## config.mk

```make
export PLATFORM = sky130hd
export DESIGN_NAME = uart_rx_fifo
export DESIGN_NICKNAME = d
export VERILOG_FILES = /design/src/rtl/uart_rx_fifo.sv
export SDC_FILE = /design/constraint.sdc
export NUM_CORES = 1
export LEC_CHECK = 0
export BUFFER_PORTS_ARGS = -buffer_cell sky130_fd_sc_hd__buf_2
export CORE_MARGIN = 10
export CORE_UTILIZATION = 35
export CTS_BUF_LIST = sky130_fd_sc_hd__clkbuf_8 sky130_fd_sc_hd__clkbuf_16
export CTS_CLUSTER_SIZE = 10
export DETAILED_ROUTE_END_ITERATION = 8
export HOLD_SLACK_MARGIN = 0.03
export PLACE_DENSITY = 0.52
export SETUP_SLACK_MARGIN = 0.1
export SYNTH_ARGS = -nofsm -noshare
export SYNTH_HDL_FRONTEND = slang
export SYNTH_SLANG_ARGS = --single-unit
```

## constraint.sdc

```tcl
create_clock -name sysclk -period 2.2 [get_ports sysclk]
set_input_delay 0.11 -clock sysclk [delete_from_list [all_inputs] [get_ports sysclk]]
set_output_delay 0.11 -clock sysclk [all_outputs]
set_load 0.005 [all_outputs]
```

## src/rtl/uart_rx_fifo.sv

```systemverilog
// uart_rx_fifo: oversampled UART receiver (8N1, optional even parity) feeding a small byte FIFO.
// Latency: a byte appears on rx_data/rx_status one sysclk after its stop-bit sample edge.
// Backpressure: none on the serial line; a byte arriving at a full FIFO without a same-cycle rd_en is dropped and flags overrun.
//
// Ports:
//   sysclk, reset (async, active-low)       clock and reset
//   sam_tick                                one-cycle strobe at OVERSAMPLE x baud
//   uart_rxd                                raw serial input, idle high, LSB first
//   rd_en                                   pop the FIFO head (ignored while empty)
//   err_clr                                 clear sticky flags (a same-edge set wins)
//   rx_data, rx_status                      FIFO head byte and non-empty indication
//   overrun, frame_err, parity_err          sticky error flags
// Build option: define UART_RX_PARITY_EN to expect one even-parity bit between data and stop.
//   Without it the frame is 10 bits and parity_err is tied low.

// Generic single-clock FIFO with valid/ready ports. A write into a full FIFO is
// accepted when a read fires on the same edge (pop-then-push), so occupancy holds.
module uart_rx_fifo_buf #(
    parameter int DW    = 8,
    parameter int DEPTH = 4
) (
    input  logic          clk,
    input  logic          rst_n,
    input  logic          wr_vld,
    input  logic [DW-1:0] wr_dat,
    output logic          wr_rdy,
    output logic          rd_vld,
    output logic [DW-1:0] rd_dat,
    input  logic          rd_rdy
);
    localparam int AW = (DEPTH > 1) ? $clog2(DEPTH) : 1;
    localparam logic [AW:0] CNT_FULL = (AW + 1)'(DEPTH);

    logic [DW-1:0] mem [DEPTH];
    logic [AW-1:0] wr_ptr;
    logic [AW-1:0] rd_ptr;
    logic [AW:0]   count;
    logic          wr_fire;
    logic          rd_fire;

    assign rd_vld  = (count != '0);
    assign rd_fire = rd_vld & rd_rdy;
    assign wr_rdy  = (count != CNT_FULL) | rd_fire;
    assign wr_fire = wr_vld & wr_rdy;

    // Head is combinational from storage; an empty FIFO presents zero.
    assign rd_dat = rd_vld ? mem[rd_ptr] : '0;

    // DEPTH is a power of two, so the pointers wrap by natural overflow.
    always_ff @(posedge clk or negedge rst_n) begin
        if (!rst_n) begin
            wr_ptr <= '0;
            rd_ptr <= '0;
            count  <= '0;
        end else begin
            if (wr_fire) wr_ptr <= wr_ptr + 1'b1;
            if (rd_fire) rd_ptr <= rd_ptr + 1'b1;
            case ({wr_fire, rd_fire})
                2'b10:   count <= count + 1'b1;
                2'b01:   count <= count - 1'b1;
                default: count <= count;
            endcase
        end
    end

    always_ff @(posedge clk) begin
        if (wr_fire) mem[wr_ptr] <= wr_dat;
    end
endmodule

module uart_rx_fifo #(
    parameter int OVERSAMPLE = 16,
    parameter int FIFO_DEPTH = 4
) (
    input  logic       sysclk,
    input  logic       reset,
    input  logic       sam_tick,
    input  logic       uart_rxd,
    input  logic       rd_en,
    input  logic       err_clr,
    output logic [7:0] rx_data,
    output logic       rx_status,
    output logic       overrun,
    output logic       frame_err,
    output logic       parity_err
);
    localparam int CW = $clog2(OVERSAMPLE);
    localparam logic [CW-1:0] CNT_MID = CW'(OVERSAMPLE / 2 - 1);
    localparam logic [CW-1:0] CNT_END = CW'(OVERSAMPLE - 1);

`ifdef UART_RX_PARITY_EN
    typedef enum logic [2:0] {IDLE, START, DATA, PARITY, STOP} state_t;
`else
    typedef enum logic [2:0] {IDLE, START, DATA, STOP} state_t;
`endif

    state_t        state;
    logic [CW-1:0] cnt;
    logic [2:0]    bit_idx;
    logic [7:0]    shreg;
    logic          push_vld;
    logic          push_rdy;
    logic          rxd_m;
    logic          rxd_s;
    logic          stop_smp;
    logic          par_ok;

    // Two-flop synchronizer; reset to the idle (high) level so a line that is
    // already low at release is seen as a fresh falling edge, never mid-frame.
    always_ff @(posedge sysclk or negedge reset) begin
        if (!reset) begin
            rxd_m <= 1'b1;
            rxd_s <= 1'b1;
        end else begin
            rxd_m <= uart_rxd;
            rxd_s <= rxd_m;
        end
    end

    assign stop_smp = sam_tick && (state == STOP) && (cnt == CNT_END);

`ifdef UART_RX_PARITY_EN
    logic par_smp;
    logic par_bad;

    assign par_smp = sam_tick && (state == PARITY) && (cnt == CNT_END);
    assign par_ok  = ~par_bad;
`else
    assign par_ok  = 1'b1;
`endif

    // Receive FSM. The START check lands mid start bit; from there every
    // OVERSAMPLE ticks lands mid-bit for data, parity and stop.
    always_ff @(posedge sysclk or negedge reset) begin
        if (!reset) begin
            state    <= IDLE;
            cnt      <= '0;
            bit_idx  <= '0;
            shreg    <= '0;
            push_vld <= 1'b0;
`ifdef UART_RX_PARITY_EN
            par_bad  <= 1'b0;
`endif
        end else begin
            push_vld <= 1'b0;
            if (sam_tick) begin
                case (state)
                    IDLE: begin
                        if (!rxd_s) begin
                            state <= START;
                            cnt   <= '0;
                        end
                    end
                    START: begin
                        if (cnt == CNT_MID) begin
                            cnt     <= '0;
                            bit_idx <= '0;
`ifdef UART_RX_PARITY_EN
                            par_bad <= 1'b0;
`endif
                            // A line back high by mid start bit is a glitch.
                            state   <= rxd_s ? IDLE : DATA;
                        end else begin
                            cnt <= cnt + 1'b1;
                        end
                    end
                    DATA: begin
                        if (cnt == CNT_END) begin
                            cnt     <= '0;
                            shreg   <= {rxd_s, shreg[7:1]};
                            bit_idx <= bit_idx + 1'b1;
                            if (bit_idx == 3'd7) begin
`ifdef UART_RX_PARITY_EN
                                state <= PARITY;
`else
                                state <= STOP;
`endif
                            end
                        end else begin
                            cnt <= cnt + 1'b1;
                        end
                    end
`ifdef UART_RX_PARITY_EN
                    PARITY: begin
                        if (cnt == CNT_END) begin
                            cnt     <= '0;
                            // Even parity: data bits plus parity bit XOR to zero.
                            par_bad <= (^shreg) ^ rxd_s;
                            state   <= STOP;
                        end else begin
                            cnt <= cnt + 1'b1;
                        end
                    end
`endif
                    STOP: begin
                        if (cnt == CNT_END) begin
                            cnt   <= '0;
                            state <= IDLE;
                            if (rxd_s && par_ok) push_vld <= 1'b1;
                        end else begin
                            cnt <= cnt + 1'b1;
                        end
                    end
                    default: begin
                        state <= IDLE;
                        cnt   <= '0;
                    end
                endcase
            end
        end
    end

    // shreg is not touched again until the next frame's first data sample,
    // so it still holds the byte on the cycle push_vld is high.
    uart_rx_fifo_buf #(
        .DW    (8),
        .DEPTH (FIFO_DEPTH)
    ) u_buf (
        .clk    (sysclk),
        .rst_n  (reset),
        .wr_vld (push_vld),
        .wr_dat (shreg),
        .wr_rdy (push_rdy),
        .rd_vld (rx_status),
        .rd_dat (rx_data),
        .rd_rdy (rd_en)
    );

    // Sticky flags: a set event on the same edge as err_clr keeps the flag high.
    always_ff @(posedge sysclk or negedge reset) begin
        if (!reset) begin
            overrun   <= 1'b0;
            frame_err <= 1'b0;
        end else begin
            overrun   <= (push_vld & ~push_rdy) | (overrun & ~err_clr);
            frame_err <= (stop_smp & ~rxd_s) | (frame_err & ~err_clr);
        end
    end

`ifdef UART_RX_PARITY_EN
    always_ff @(posedge sysclk or negedge reset) begin
        if (!reset) begin
            parity_err <= 1'b0;
        end else begin
            parity_err <= (par_smp & ((^shreg) ^ rxd_s)) | (parity_err & ~err_clr);
        end
    end
`else
    assign parity_err = 1'b0;
`endif
endmodule

```

* After elaboration in Yosys (flattened, before gate mapping)
Memory sizes are Yosys's and may differ from the RTL's.
Cells that the tools add are included.
** Operators by class
- Add/sub/neg operators :: 6
- Multiply operators :: 0
- Div/mod/pow operators :: 0
- $lt $le $gt $ge :: 0
- Equality and inequality tests :: 14
- Shift-type cells :: 0
- Multiplexer cells :: 22
- Bitwise operators :: 12
- Reductions and logical operators :: 11
** Operators by type and width (count)
- 2-to-1 mux 3 bit :: 7
- 2-to-1 mux 4 bit :: 3
- one-hot mux 3 bit (2 select lines) :: 2
- one-hot mux 3 bit (4 select lines) :: 1
- one-hot mux 4 bit (3 select lines) :: 1
- 2-to-1 mux 8 bit :: 1
- != test 2 bit, second input constant :: 4
- adder 3 x 1 -> 3 bit, second input constant :: 2
- bitwise AND 1 bit :: 6
- equality test 3 x 2 -> 1 bit, second input constant :: 2
- 2-to-1 mux 1 bit :: 6
- AND reduction 6 bit :: 1
- adder 2 x 1 -> 2 bit, second input constant :: 2
- adder 4 x 1 -> 4 bit, second input constant :: 1
- equality test 4 x 3 -> 1 bit, second input constant :: 1
- equality test 4 bit, second input constant :: 1
- AND reduction 4 bit :: 1
- nonzero test 2 bit :: 2
- equality test 3 x 1 -> 1 bit, second input constant :: 1
- equality test 3 bit, second input constant :: 1
- zero test 3 bit :: 1
- != test 3 bit, second input constant :: 1
- inverter 1 bit :: 3
- OR 1 bit :: 3
- 10 further kinds :: 11
** Storage, ports and cells
- Bits in registers :: 30
- Bits in latches :: 0
- RAM bits :: 32
- Memory bits (read-only) :: 0
- Bits of input ports :: 6
- Output and inout bits :: 12
- Word-level logic and storage cells :: 78
- Memories kept :: 1
** Memories
- u_buf.mem :: depth 4, width 8, rd ports 1, clocked after Yosys merged registers in 0, write ports 1, RTL line 34 : logic [DW-1:0] mem [DEPTH];

* Logic depth before layout (Yosys ltp)
- Depth in word-level cells :: 6
- Gate-level depth with buffers :: 7

* Hierarchy
A second synthesis with hierarchy kept.
** Second synthesis, totals
- Cell total of the unflattened synthesis :: 197
- Area total of the unflattened synthesis :: 2841.5 um^2
** By module, submodules not included
- uart_rx_fifo_buf :: instances 1, cells an instance 107, area an instance 1730.4 um^2
- uart_rx_fifo :: instances 1, cells an instance 90, area an instance 1111.1 um^2

* Least setup slack after synthesis
OpenSTA, ideal clock, no wires.
- Path kind :: register to register
- From :: register u_buf.count[0]
- To :: register u_buf.count[1]
- Arrival time :: 1832 ps
- Data required time :: 2113 ps
- Slack :: 281 ps
- Cell stages (with the launch flop) :: 8
- Buffers on the path :: 1
- Cells stage by stage :: dfrtp_1 or3_1 clkbuf_1 nand3b_1 fa_1 inv_1 o2111ai_1 a22oi_1
** On the way
- Cells in the longest elaborated chain, start to end :: 6
- Elaborated cells between the ends (all ways) :: 11
** Ends and longest elaborated chain
- from (decl) :: RTL line 37 : logic [AW:0] count;
- from (signal assigned) :: RTL line 59 : 2'b10: count <= count + 1'b1;
- from (signal assigned) :: RTL line 60 : 2'b01: count <= count - 1'b1;
- from (signal assigned) :: RTL line 61 : default: count <= count;
- nonzero test 3 bit (*) :: RTL line 41 : assign rd_vld = (count != '0);
- named net rx_status :: RTL line 82 : output logic rx_status,
- bitwise AND 1 bit (*) :: RTL line 42 : assign rd_fire = rd_vld & rd_rdy;
- OR 1 bit :: RTL line 43 : assign wr_rdy = (count != CNT_FULL) | rd_fire;
- bitwise AND 1 bit :: RTL line 44 : assign wr_fire = wr_vld & wr_rdy;
- equality test 2 x 1 -> 1 bit / equality test 2 bit (equally long branches) :: RTL line 58 : case ({wr_fire, rd_fire})
- one-hot mux 3 bit (2 select lines) / nonzero test 2 bit (equally long branches)
The timed path passes the listed nets; every way through them passes the cells marked *.
A chain may end at the register's enable or synchronous reset.

* Final worst setup path
- From :: register u_buf.count[0]
- To :: register u_buf.count[1]
** On the way
- Cells in the longest elaborated chain, start to end :: 6
- Elaborated cells between the ends (all ways) :: 11
** Ends and longest elaborated chain (RTL line)
- nonzero test 3 bit :: 41
- bitwise AND 1 bit :: 42
- OR 1 bit :: 43
- bitwise AND 1 bit :: 44
- equality test 2 x 1 -> 1 bit / equality test 2 bit (equally long branches) :: 58
- one-hot mux 3 bit (2 select lines) / nonzero test 2 bit (equally long branches)
Parallel ways exist; a longest one is shown, timed or not.

==> results.sh <==
export IMPL_antenna_found_initial=0
export IMPL_critPathKind="reg2reg"
export IMPL_rsz0062_at_grt="false"
export IMPL_synth_flop_cell="edfxtp_1"
export IMPL_via_per_inst=5.00
export IMPL_crit_path_start="u_buf.count[0]$_DFFE_PN0P_"
export IMPL_synth_distinct_cells=46
export IMPL_dp_cells=290
export IMPL_achievable_frequency_mhz=544
export IMPL_crit_path_end_kind="register"
export IMPL_cp_top_family="simple AND/OR/NAND/NOR gates"
export IMPL_globalplace_congestion=0.810
export IMPL_antenna_cells=0
export IMPL_clk_latency_ps=330
export IMPL_synthToLayoutAreaGrowth_pct=14.7
export IMPL_startpoint_type="register"
export IMPL_io_buffer_count=16
export IMPL_status="finished, final reports clean"
export IMPL_leakagePower_nw=1.26
export IMPL_placementRows=31
export IMPL_slew_headroom_pct=57.3
export IMPL_first_iter_violations=44
export IMPL_die_w_um=108
export IMPL_powerDensity_nw_per_um2=1110
export IMPL_dp_hpwl_mm=3.36
export IMPL_hold_class="in2reg"
export IMPL_worst_path_buf_inv=1
export IMPL_crit_chain="or3_1, nand3b_1, fa_1, inv_1, o2111ai_1, a22oi_1"
export IMPL_start_util_pct=36.7
export IMPL_cts_made_buffers=9
export IMPL_clock_sinks=61
export IMPL_r2r_start="u_buf.count[0]$_DFFE_PN0P_"
export IMPL_ios=18
export IMPL_placed_area_um2=2880
export IMPL_post_route_period_util_pct=83.5
export IMPL_drtAntennaViolNets=0
export IMPL_hold_violations=0
export IMPL_finalSetupViolations=0
export IMPL_cp_max_fo=6
export IMPL_grt_overflow=0
export IMPL_synth_area_um2=2710
export IMPL_clock_root_buffer="clkbuf_8"
export IMPL_wirelength_mm=4.82
export IMPL_syn_instance_count=182
export IMPL_post_route_util_pct=42.1
export IMPL_drt_pre_antenna_iters=4
export IMPL_wl_per_cell_um=15.6
export IMPL_finalSetupTns_ps=0
export IMPL_fp_dieArea_um2=11600
export IMPL_die_h_um=108
export IMPL_ys_seq_area_share_pct=62.4
export IMPL_vias=1545
export IMPL_h_tree_depth=3
export IMPL_async_reset_ff_share_pct=47.5
export IMPL_drv_slew=0
export IMPL_ys_warn_count=0
export IMPL_maxCapViolations=0
export IMPL_clk_path_buf_depth=2
export IMPL_cts_tree="yes"
export IMPL_fin_worst_skew_ps=5.30
export IMPL_coreArea_um2=7370
export IMPL_worst_pin_slew_ps=641
export IMPL_drive_gt1_share_pct=26.7
export IMPL_synth_seq_cells=61
export IMPL_grt_pass1_wl_mm=8.00
export IMPL_arrival_ps=2080
export IMPL_max_stage_delay_ps=430
export IMPL_cts_resized=0
export IMPL_track_usage_pct=8.95
export IMPL_synth_edf_count=32
export IMPL_critPathSlowestCell="dfrtp_1"
export IMPL_fin_crit_ps=1840
export IMPL_nets=219
export IMPL_first_global_vias=1697
export IMPL_peakVddDrop_uv=459
export IMPL_instances_no_fill=309
export IMPL_grt_max_degree=30
export IMPL_power_mw=3.45
export IMPL_cp_required_ps=2450
export IMPL_worstHoldStart="rd_en"
export IMPL_syn_avg_cell_area_um2=14.9
export IMPL_synthesis_nets=196
export IMPL_drc=0
export IMPL_path_clk_slew_ps=60
export IMPL_final_area_um2=3100
-- Yosys cell counts, types with 2 or more instances --
cell type | count | area (um^2)
and2_1 | 12 | 75.1
and3_1 | 2 | 12.5
and3b_1 | 2 | 17.5
buf_2 | 3 | 15.0
clkbuf_1 | 5 | 18.8
dfrtp_1 | 27 | 676
dfstp_2 | 2 | 52.6
edfxtp_1 | 32 | 961
ha_1 | 7 | 87.6
inv_1 | 10 | 37.5
mux2_2 | 12 | 135
mux2i_1 | 2 | 20.0
mux4_2 | 8 | 180
nand2_1 | 3 | 11.3
nand3_1 | 4 | 20.0
nand3b_1 | 4 | 30.0
nor2_1 | 4 | 15.0
o2111ai_1 | 4 | 35.0
o211ai_1 | 3 | 22.5
o21a_1 | 2 | 15.0
o21ai_0 | 2 | 10.0
o22ai_1 | 2 | 12.5
o31ai_1 | 2 | 15.0
or3b_1 | 2 | 17.5
xnor2_1 | 3 | 26.3
xor2_1 | 3 | 26.3
-- report_power, final --
group          internal [mW]  switching [mW]  leakage, nW
sequential              1.31           0.196        0.671
clock                  0.514           0.435       0.0903
combinational          0.566           0.429        0.501
-- cell type report --
| cell class | count | area, um^2 |
|---|---|---|
| well taps | 99 | 124 |
| clock buffers | 9 | 124 |
| repair buffers | 21 | 125 |
| flip-flops and latches | 61 | 1690 |
| inverters | 10 | 37.5 |
| fillers | 697 | 4270 |
| clock inverters | 7 | 66.3 |
| multi-input cells | 102 | 937 |
-- layer usage --
metal	track usage [%]	vias up	share of wire, %
li1	-	724	-
met1	9.31	784	42
met2	15.7	27	52
met3	2.57	10	3.9
met4	5.34	0	1.9
met5	0	-	0
-- path summary, 6_finish.rpt --
kind                       slack [ps]  cells after the start                          end
max                               360                      6   u_buf.count[1]$_DFFE_PN0P_
min                               120                      3  u_buf.rd_ptr[0]$_DFFE_PN0N_
max reg2reg                       360                      6   u_buf.count[1]$_DFFE_PN0P_
min reg2reg                       360                      0              rxd_s$_DFF_PN1_
max in group asynchronous        1450                      2         state[1]$_DFFE_PN0P_
min in group asynchronous         330                      2           cnt[0]$_DFFE_PN0P_
-- timing repair --
action                                  in CTS  in global routing
hold buffers                                 3                  0
setup buffers                                0                  0
endpoints found under the hold margin       30                  0
endpoints found under the setup margin       0                  0
-- cells by family (layout without fill, tap and decap cells) --
logic type,Yosys count,after routing,synth area share [%]
other,1,1,0.139
buffers and inverters,19,47,2.91
AOI/OAI and AO/OA,24,24,6.85
xor gates and xnor gates,6,6,1.94
DFF,61,61,62.4
and+or+nand+nor,41,41,9.34
adders and majority gates,8,8,3.98
muxes,22,22,12.4
-- cell usage in the layout, fill, tap and decap left out, types with 4 or more instances in the layout --
| cell type | instances |
|---|---|
| o2111ai_1 | 4 |
| nor2_1 | 4 |
| edfxtp_1 | 32 |
| dfrtp_1 | 27 |
| ha_1 | 7 |
| mux2_2 | 12 |
| inv_1 | 10 |
| buf_2 | 16 |
| and2_1 | 12 |
| mux4_2 | 8 |
| nand3b_1 | 4 |
| nand3_1 | 4 |
| clkbuf_8 | 9 |
-- registers in the layout (all words and copies together) (netlist names) --
| signal | flops |
|---|---|
| u_buf.mem | 32 |
| shreg | 8 |
| cnt | 4 |
| bit_idx | 3 |
| u_buf.count | 3 |
| state | 2 |
| u_buf.rd_ptr | 2 |
| u_buf.wr_ptr | 2 |
| frame_err | 1 |
| overrun | 1 |
| push_vld | 1 |
| rxd_m | 1 |
| rxd_s | 1 |
-- through the flow --
| step | hold WS, ps | setup slack [ps] |
|---|---|---|
| 5_1_grt | 152 | 276 |
| 6_report | 124 | 363 |
| 3_5_place_dp | 173 | 356 |
| 4_1_cts | 121 | 359 |
| 2_1_floorplan | -186 | 281 |
| 3_3_place_gp | 167 | 453 |
-- worst register-to-register path, stage by stage (launching register included) --
cell	delay (ps)
dfrtp_1	430
or3_1	420
nand3b_1	120
fa_1	430
inv_1	70
o2111ai_1	100
a22oi_1	190
No activity file was read; power rests on OpenSTA's default activity.
